===== config.mk =====
export PLATFORM = sky130hd
export DESIGN_NAME = iter_mul_unit_flat
export DESIGN_NICKNAME = d
export VERILOG_FILES = /design/src/rtl/iter_mul_unit_if.sv /design/src/rtl/iter_mul_unit.sv /design/src/flat_wrapper.sv
export SDC_FILE = /design/constraint.sdc
export NUM_CORES = 1
export LEC_CHECK = 0
export CAP_MARGIN = 15
export CELL_PAD_IN_SITES_DETAIL_PLACEMENT = 0
export CELL_PAD_IN_SITES_GLOBAL_PLACEMENT = 1
export CORE_AREA = 2 2 112 195
export DETAILED_ROUTE_END_ITERATION = 6
export DIE_AREA = 0 0 114 197
export DONT_BUFFER_PORTS = 1
export PLACE_DENSITY_LB_ADDON = 0.1
export SYNTH_ARGS = -nofsm -noshare
export SYNTH_HDL_FRONTEND = slang
export SYNTH_SLANG_ARGS = --single-unit

===== constraint.sdc =====
create_clock -name clk -period 5.95 [get_ports clk]
set_clock_uncertainty 0.2 [all_clocks]
set_input_delay 1.19 -clock clk [delete_from_list [all_inputs] [get_ports clk]]
set_output_delay 1.19 -clock clk [all_outputs]
set_load 0.02 [all_outputs]

===== src/rtl/iter_mul_unit_if.sv =====
// Request/response bundle between the execute stage and the iterative multiplier.
interface iter_mul_unit_if #(
  parameter int XLEN = 32
);
  logic            start;
  logic [1:0]      op;
  logic [XLEN-1:0] a;
  logic [XLEN-1:0] b;
  logic            flush;
  logic            busy;
  logic            valid;
  logic [XLEN-1:0] result;

  modport master (
    output start, op, a, b, flush,
    input  busy, valid, result
  );

  modport slave (
    input  start, op, a, b, flush,
    output busy, valid, result
  );
endinterface


===== src/rtl/iter_mul_unit.sv =====
// Iterative shift-add multiplier for MUL/MULH/MULHSU/MULHU, BPC multiplier bits per cycle.
// state | meaning
// IDLE  | waiting for start; operands captured on acceptance
// CALC  | N shift-add steps over the magnitude operands
// FIX   | apply result sign, select product half, pulse valid
module iter_mul_unit #(
  parameter int XLEN = 32,
  parameter int BPC  = 1
) (
  input  logic          clk,
  input  logic          rst,
  iter_mul_unit_if.slave bus
);
  localparam int N  = XLEN / BPC;
  localparam int CW = $clog2(N + 1);
  localparam logic [CW-1:0] LAST = CW'(N - 1);

  localparam logic [1:0] OP_MUL    = 2'b00;
  localparam logic [1:0] OP_MULH   = 2'b01;
  localparam logic [1:0] OP_MULHSU = 2'b10;

  typedef enum logic [1:0] {S_IDLE, S_CALC, S_FIX} state_t;

  state_t            state;
  state_t            state_nxt;
  logic [1:0]        op_q;
  logic              sign_a;
  logic              sign_b;
  logic [XLEN-1:0]   mag_a;
  logic [2*XLEN-1:0] prod;
  logic [CW-1:0]     count;
  logic [XLEN-1:0]   result_q;
  logic              valid_q;

  logic              accept;
  logic              sa_in;
  logic              sb_in;
  logic [XLEN+BPC-1:0] step_sum;
  logic [2*XLEN-1:0] prod_fix;

  always_comb begin
    accept   = (state == S_IDLE) && bus.start && !bus.flush;
    sa_in    = ((bus.op == OP_MULH) || (bus.op == OP_MULHSU)) && bus.a[XLEN-1];
    sb_in    = (bus.op == OP_MULH) && bus.b[XLEN-1];
    // Upper accumulator plus one partial product; the extra BPC bits hold the carry.
    step_sum = {{BPC{1'b0}}, prod[2*XLEN-1:XLEN]}
             + ({{BPC{1'b0}}, mag_a} * {{XLEN{1'b0}}, prod[BPC-1:0]});
    prod_fix = (sign_a ^ sign_b) ? -prod : prod;
  end

  always_ff @(posedge clk or posedge rst) begin
    if (rst) state <= S_IDLE;
    else     state <= state_nxt;
  end

  always_comb begin
    state_nxt = state;
    if (bus.flush) begin
      state_nxt = S_IDLE;
    end else begin
      unique case (state)
        S_IDLE:  if (bus.start) state_nxt = S_CALC;
        S_CALC:  if (count == LAST) state_nxt = S_FIX;
        S_FIX:   state_nxt = S_IDLE;
        default: state_nxt = S_IDLE;
      endcase
    end
  end

  always_ff @(posedge clk or posedge rst) begin
    if (rst) begin
      op_q     <= '0;
      sign_a   <= 1'b0;
      sign_b   <= 1'b0;
      mag_a    <= '0;
      prod     <= '0;
      count    <= '0;
      result_q <= '0;
      valid_q  <= 1'b0;
    end else begin
      valid_q <= 1'b0;
      if (accept) begin
        op_q   <= bus.op;
        sign_a <= sa_in;
        sign_b <= sb_in;
        mag_a  <= sa_in ? -bus.a : bus.a;
        prod   <= {{XLEN{1'b0}}, (sb_in ? -bus.b : bus.b)};
        count  <= '0;
      end else if ((state == S_CALC) && !bus.flush) begin
        prod  <= {step_sum, prod[XLEN-1:BPC]};
        count <= count + CW'(1);
      end else if ((state == S_FIX) && !bus.flush) begin
        result_q <= (op_q == OP_MUL) ? prod_fix[XLEN-1:0] : prod_fix[2*XLEN-1:XLEN];
        valid_q  <= 1'b1;
      end
      if (bus.flush) count <= '0;
    end
  end

  assign bus.busy   = (state != S_IDLE);
  assign bus.valid  = valid_q;
  assign bus.result = result_q;
endmodule

===== src/flat_wrapper.sv =====
// flat-port wrapper written by rule: the top's interface ports become plain ports
module iter_mul_unit_flat 
#(
  parameter int XLEN = 32,
  parameter int BPC  = 1
)
  (clk, rst, bus_start, bus_op, bus_a, bus_b, bus_flush, bus_busy, bus_valid, bus_result);
  iter_mul_unit_if #(.XLEN(XLEN)) bus_i ();
  input  logic clk;
  input  logic rst;
  input wire logic [$bits(bus_i.start)-1:0] bus_start;
  input wire logic [$bits(bus_i.op)-1:0] bus_op;
  input wire logic [$bits(bus_i.a)-1:0] bus_a;
  input wire logic [$bits(bus_i.b)-1:0] bus_b;
  input wire logic [$bits(bus_i.flush)-1:0] bus_flush;
  output wire logic [$bits(bus_i.busy)-1:0] bus_busy;
  output wire logic [$bits(bus_i.valid)-1:0] bus_valid;
  output wire logic [$bits(bus_i.result)-1:0] bus_result;
  assign bus_i.start = bus_start;
  assign bus_i.op = bus_op;
  assign bus_i.a = bus_a;
  assign bus_i.b = bus_b;
  assign bus_i.flush = bus_flush;
  assign bus_busy = bus_i.busy;
  assign bus_valid = bus_i.valid;
  assign bus_result = bus_i.result;
  iter_mul_unit #(.XLEN(XLEN), .BPC(BPC)) u_core (.clk(clk), .rst(rst), .bus(bus_i));
endmodule

==> impl_metrics.json, run 1 <==
{
  "status": "finished, final reports clean",
  "synth-simple-area-share_pct": 20.8,
  "grt_antenna_before_repair": 0,
  "viasPerCell": 6.06,
  "p_switching_mw": 1.59,
  "synth_xor_area_share_pct": 12.0,
  "clkSlewWorstSetupHoldPaths_ps": 60,
  "synthFlopType": "dfrtp_1",
  "mostFrequentLayoutCell": "nand2_1",
  "critPathMaxStageDelay_ps": 990,
  "grt_start_max_net_pins": 91,
  "dp_slack_ps": 1960,
  "netlist_instances": 1211,
  "yosysTopAreaCellShare_pct": 34.9,
  "min_from": "u_core.mag_a[22]",
  "fmax_mhz": 250,
  "cts_resized": 0,
  "combPwrFrac_pct": 35.6,
  "die_w_um": 114,
  "critPathLaunch": "u_core.prod[0]",
  "yosysUniqueCellTypes": 71,
  "vdd_drop_max_v": 0.000222,
  "rsz0062_at_grt": "false",
  "internal-power_mw": 2.47,
  "multi_input_comb_area_mm2": 0.00626,
  "synth_top_family_by_area": "compound AO/OA/AOI/OAI gates",
  "r2r_start": "u_core.prod[0]",
  "finalWirelength_um": 28100,
  "num_io_pins": 104,
  "crit_type": "reg -> reg",
  "syn_area_per_cell_um2": 8.34,
  "seq_area_frac_synth_pct": 34.9,
  "synthMuxAreaShare_pct": 0.396,
  "hold_violations": 0,
  "min_period_ps": 4000,
  "cts_hold_buf": 0,
  "synth_adder_area_share_pct": 4.78,
  "synth-edff-count": 0,
  "p_per_area_mw_per_mm2": 372,
  "leakage_nw": 4.62,
  "dieArea_mm2": 0.0225,
  "maxCapViolCount": 0,
  "ys_ff_latch": 141,
  "cts_root_buf": "clkbuf_16",
  "firstDrtPassIters": 5,
  "worstSetupStartpointType": "register",
  "fill_cells": 2050,
  "async_flop_share_pct": 100,
  "vias": 8736,
  "cp_slowest_cell": "dfrtp_1",
  "place_area_mm2": 0.0103,
  "die_h_um": 197,
  "cp_top_family": "compound AO/OA/AOI/OAI gates",
  "grt_pass1_wl_um": 45200,
  "relSlewSlack_pct": 23.8,
  "yosysTopAreaCell": "dfrtp_1",
  "synth_nets": 1319,
  "crit_buf_inv": 0,
  "cts_max_level": 4,
  "cts_inserted_buffers": 17,
  "layout_common_cells": "nand2_1, o21ai_0, dfrtp_1, a21oi_1, xor2_1",
  "clkSinkCount": 141,
  "critical_path_required_ps": 6120,
  "cp-end-kind": "register",
  "power.share.clock_pct": 28.4,
  "seq_power_share_pct": 36.1,
  "portBuffers": 0,
  "cts_buffer_depth": 2,
  "layout.nets": 1284,
  "insertion_delay_ps": 440,
  "synthTopCellsByArea": "dfrtp_1, o21ai_0, xor2_1",
  "worstPathArrival_ps": 4170,
  "p_total_mw": 4.06,
  "fin_tns_setup_ps": 0,
  "track_usage_pct": 25.6,
  "grt-ovfl-total": 0,
  "path_cells": "and2_1 -> ha_1 -> a21oi_1 -> o211ai_1 -> a21oi_1 -> o211ai_1 -> a21oi_1 -> a31oi_1 -> or4b_1 -> nand3_1",
  "swShare_pct": 39.1,
  "report.final.slew_viol_count": 0,
  "setup_violations": 0,
  "dp_hpwl_um": 20800,
  "drt_iter0_markers": 588,
  "drive_above_1_share_pct": 5.72,
  "tightest_slew_ps": 1140,
  "drtAntennaViolNets": 0,
  "crit_top_cell": "a21oi_1",
  "worstHoldPathType": "reg -> reg",
  "worstPathMaxFanout": 36,
  "synth_compound_area_share_pct": 23.7,
  "core.rowCount": 70,
  "drc": 0,
  "postLayoutSetupSlackWorst_ps": 1950,
  "cts_tree": "built",
  "cts_setup_buffers": 0,
  "grt_pass1_vias": 8778,
  "core-area_mm2": 0.0208,
  "n_antenna_cell": 0,
  "fin_crit_sh_pct": 67.2,
  "final_area_mm2": 0.0109,
  "initial_core_util_pct": 48.5,
  "synth_area_mm2": 0.0101,
  "regArea_mm2": 0.00353,
  "areaGrowthSynthToFinish_pct": 8.08,
  "gp_congestion": 0.870,
  "routedWlPerCell_um": 19.5,
  "yosysWarnings": 0
}
## tightest hold or removal path: cells and delay by family, from the launching register on
kind	cells	cell delay, ps
flip-flops	1	330
AND/OR/NAND/NOR	1	40
AO/OA/AOI/OAI	1	60
## stage by stage
step	instances	utilization [%]	hold slack [ps]
6_report	1441	52.4	269
3_5_place_dp	1409	49.3	262
2_1_floorplan	1211	-	242
3_3_place_gp	1409	49.3	252
4_1_cts	1441	52.4	275
5_1_grt	1441	52.4	296
## layer usage
metal	routed length [µm]	track usage, %	vias up
li1	-	-	4318
met1	11400	29.1	4164
met2	14700	46.1	206
met3	1070	4.43	48
met4	923	11.6	0
met5	0	0	-
## logic make-up (layout without fill, tap and decap cells)
kind of cell | after synthesis | in the layout
flip-flops | 141 | 141
XOR/XNOR | 138 | 138
adder cells (fa/ha/maj) | 38 | 38
AO/OA/AOI/OAI | 394 | 394
multiplexers | 4 | 4
buffers and inverters | 87 | 65
AND/OR/NAND/NOR | 409 | 409
## cells in the mapped netlist, types with 5 or more instances
master    instances
nor2_1           69
o211ai_1          6
buf_2             5
nor2b_1           7
nand4_1           7
a31oi_1          22
o41ai_1           9
o221ai_1         10
o22ai_1           6
nor4_1           14
dfrtp_1         141
nor4_4            5
or4_1             7
o31ai_1          19
xnor2_1          64
inv_1            21
nor3_1           27
a221oi_1          5
and3_1           11
o21ai_0         144
o21ai_1          16
nand3b_1          6
a21o_1            8
nor3b_1           6
nand2b_1          6
or3_1             8
ha_1             37
nand2_1         148
a22oi_1          30
a21oi_1          83
nand3_1          25
and2_1           43
xor2_1           74
clkbuf_1         57
## registers in the layout (all words and copies together), names as in the netlist
| register | count |
|---|---|
| u_core.bus.valid | 1 |
| u_core.count | 6 |
| u_core.state | 2 |
| u_core.mag_a | 32 |
| u_core.bus.result | 32 |
| u_core.op_q | 2 |
| u_core.sign_a | 1 |
| u_core.sign_b | 1 |
| u_core.prod | 64 |
## power groups by stage
stage	Clock, mW	Sequential (mW)	Combinational [mW]
floorplan	0	1.34	1.20
global placement	0	1.47	1.43
detailed placement	0	1.47	1.44
CTS	1.17	1.46	1.45
global route	1.20	1.50	1.62
finish	1.15	1.46	1.44
## final timing paths
check | endpoint | slack, ps | depth (start not counted)
worst min register to register | u_core.mag_a[22] | 270 | 2
worst max register to register | u_core.prod[62] | 1950 | 10
worst max-delay path | u_core.prod[62] | 1950 | 10
min in group asynchronous | u_core.prod[8] | 550 | 1
worst min-delay path | u_core.mag_a[22] | 270 | 2
max in group asynchronous | u_core.mag_a[27] | 3810 | 2
## final cells by class
cell class / count / area share, %
repair buffers: 12 / 0.825
clock buffers: 22 / 4.34
inverters: 21 / 0.768
multi-input cells: 983 / 57.4
well taps: 252 / 2.89
clock inverters: 10 / 1.48
flip-flops and latches: 141 / 32.3
Power figures use the tool's default switching activity.
==> run 2: changes to the inputs <==
- clock period: 5.95 -> 3.95 ns (I/O delays scaled with it)
==> impl_metrics.json, run 2 (same netlist as run 1, synthesis figures left out) <==
{
  "whs_ps": 139,
  "die_h_um": 197,
  "num_io_pins": 104,
  "r2r_slack_ps": 300,
  "report.final.slew_viol_count": 0,
  "core.rowCount": 70,
  "p_per_area_mw_per_mm2": 548,
  "reg2regPathDepth": 11,
  "top_register": "u_core.prod",
  "critPathLaunch": "u_core.prod[0]",
  "fmax_mhz": 274,
  "die_w_um": 114,
  "grt_pass1_wl_um": 45400,
  "track_usage_pct": 25.8,
  "portBuffers": 0,
  "cts_max_level": 4,
  "cts_resized": 0,
  "postLayoutSetupSlackWorst_ps": 302,
  "dp_hpwl_um": 21200,
  "drtAntennaViolNets": 0,
  "wl_met1_um": 11300,
  "insertion_delay_ps": 440,
  "cts_buffer_depth": 2,
  "cp_slowest_cell": "dfrtp_1",
  "routedWlPerCell_um": 19.3,
  "firstDrtPassIters": 5,
  "vdd_drop_max_v": 0.000318,
  "gp_congestion": 0.844,
  "cts_hold_buf": 0,
  "core-area_mm2": 0.0208,
  "place_area_mm2": 0.0104,
  "leakage_nw": 4.66,
  "tightest_slew_ps": 885,
  "met3_wirelength_um": 1200,
  "dp_slack_ps": 293,
  "setup_violations": 0,
  "vias": 8712,
  "largest_reg_flops": 64,
  "layout.nets": 1294,
  "finalWirelength_um": 28000,
  "grt_pass1_vias": 8819,
  "layout_common_cells": "nand2_1, o21ai_0, dfrtp_1, a21oi_1, xor2_1",
  "maxCapViolCount": 0,
  "grt_antenna_before_repair": 0,
  "routed-wl-met2_um": 14500,
  "min_period_ps": 3650,
  "drt_iter0_markers": 492,
  "dieArea_mm2": 0.0225,
  "utilization_pct": 52.6,
  "final_area_mm2": 0.0110,
  "grt_start_max_net_pins": 88,
  "crit_buf_inv": 0,
  "cts_root_buf": "clkbuf_16",
  "r2r-end": "u_core.prod[59]",
  "p_total_mw": 6.01,
  "finalNonFillerCells": 1450,
  "r2r_start": "u_core.prod[0]",
  "grt-ovfl-total": 0,
  "path_cells": "and2_1 -> ha_1 -> fa_1 -> a211o_1 -> o211ai_1 -> a31oi_1 -> a41oi_1 -> or3_1 -> o221a_2 -> nor4_1 -> a311o_1",
  "mostFrequentLayoutCell": "nand2_1",
  "rsz0062_at_grt": "false",
  "cts_inserted_buffers": 17,
  "cp-end-kind": "register",
  "drive_above_1_share_pct": 6.34,
  "worstHoldPathType": "in -> async",
  "cp.depth": 11,
  "viasPerCell": 6.01,
  "critPathMaxStageDelay_ps": 570,
  "clkSlewWorstSetupHoldPaths_ps": 60,
  "top_layer_used": "met4",
  "drc": 0,
  "hold_violations": 0,
  "status": "finished, final reports clean",
  "areaGrowthSynthToFinish_pct": 8.58,
  "cts_tree": "built",
  "initial_core_util_pct": 48.5,
  "worstPathMaxFanout": 15,
  "cp_top_family": "compound AO/OA/AOI/OAI gates",
  "fin_crit_sh_pct": 92.3,
  "worstSetupStartpointType": "register",
  "placed_cells": 1419,
  "worstPathArrival_ps": 3760,
  "clkSinkCount": 141,
  "n_antenna_cell": 0,
  "critical_path_required_ps": 4060,
  "crit_type": "reg -> reg",
  "relSlewSlack_pct": 40.9,
  "fin_tns_setup_ps": 0,
  "cts_setup_buffers": 0
}
==> run 2: changes by cell type in the layout (fill, tap and decap cells not counted) <==
cell        before  now
inv_6            1    0
bufinv_16        4    2
buf_12           0    2
clkinv_4         1    0
clkinv_2         2    3
clkbuf_1         2    3
buf_4           12   20
clkinvlp_4       3    2
clkbuf_8         3    5
==> run 2: final cells by class <==
cell class | instances | area [µm²]
multi-input combinational | 983 | 6260
inverter | 21 | 82.6
fill | 2028 | 9880
sequential | 141 | 3530
tap | 252 | 315
timing repair buffer | 22 | 190
clock inverter | 6 | 82.6
clock buffer | 25 | 505
==> run 2: report_power, final <==
part | internal, mW | switching (mW)
combinational | 0.924 | 1.30
clock | 1.01 | 0.604
sequential | 1.72 | 0.462
==> run 2: metal layers <==
| layer | vias to the layer above | track usage, % |
|---|---|---|
| li1 | 4327 | - |
| met1 | 4127 | 29.3 |
| met2 | 199 | 46.9 |
| met3 | 59 | 4.03 |
| met4 | 0 | 11.7 |
| met5 | - | 0 |
==> run 2: how the worst max path moves through the flow <==
| stage | end |
|---|---|
| global placement | u_core.prod[59] |
| detailed placement | u_core.prod[59] |
| CTS | u_core.prod[59] |
| floorplan | u_core.prod[59] |
| global route | u_core.prod[62] |
| finish | u_core.prod[59] |
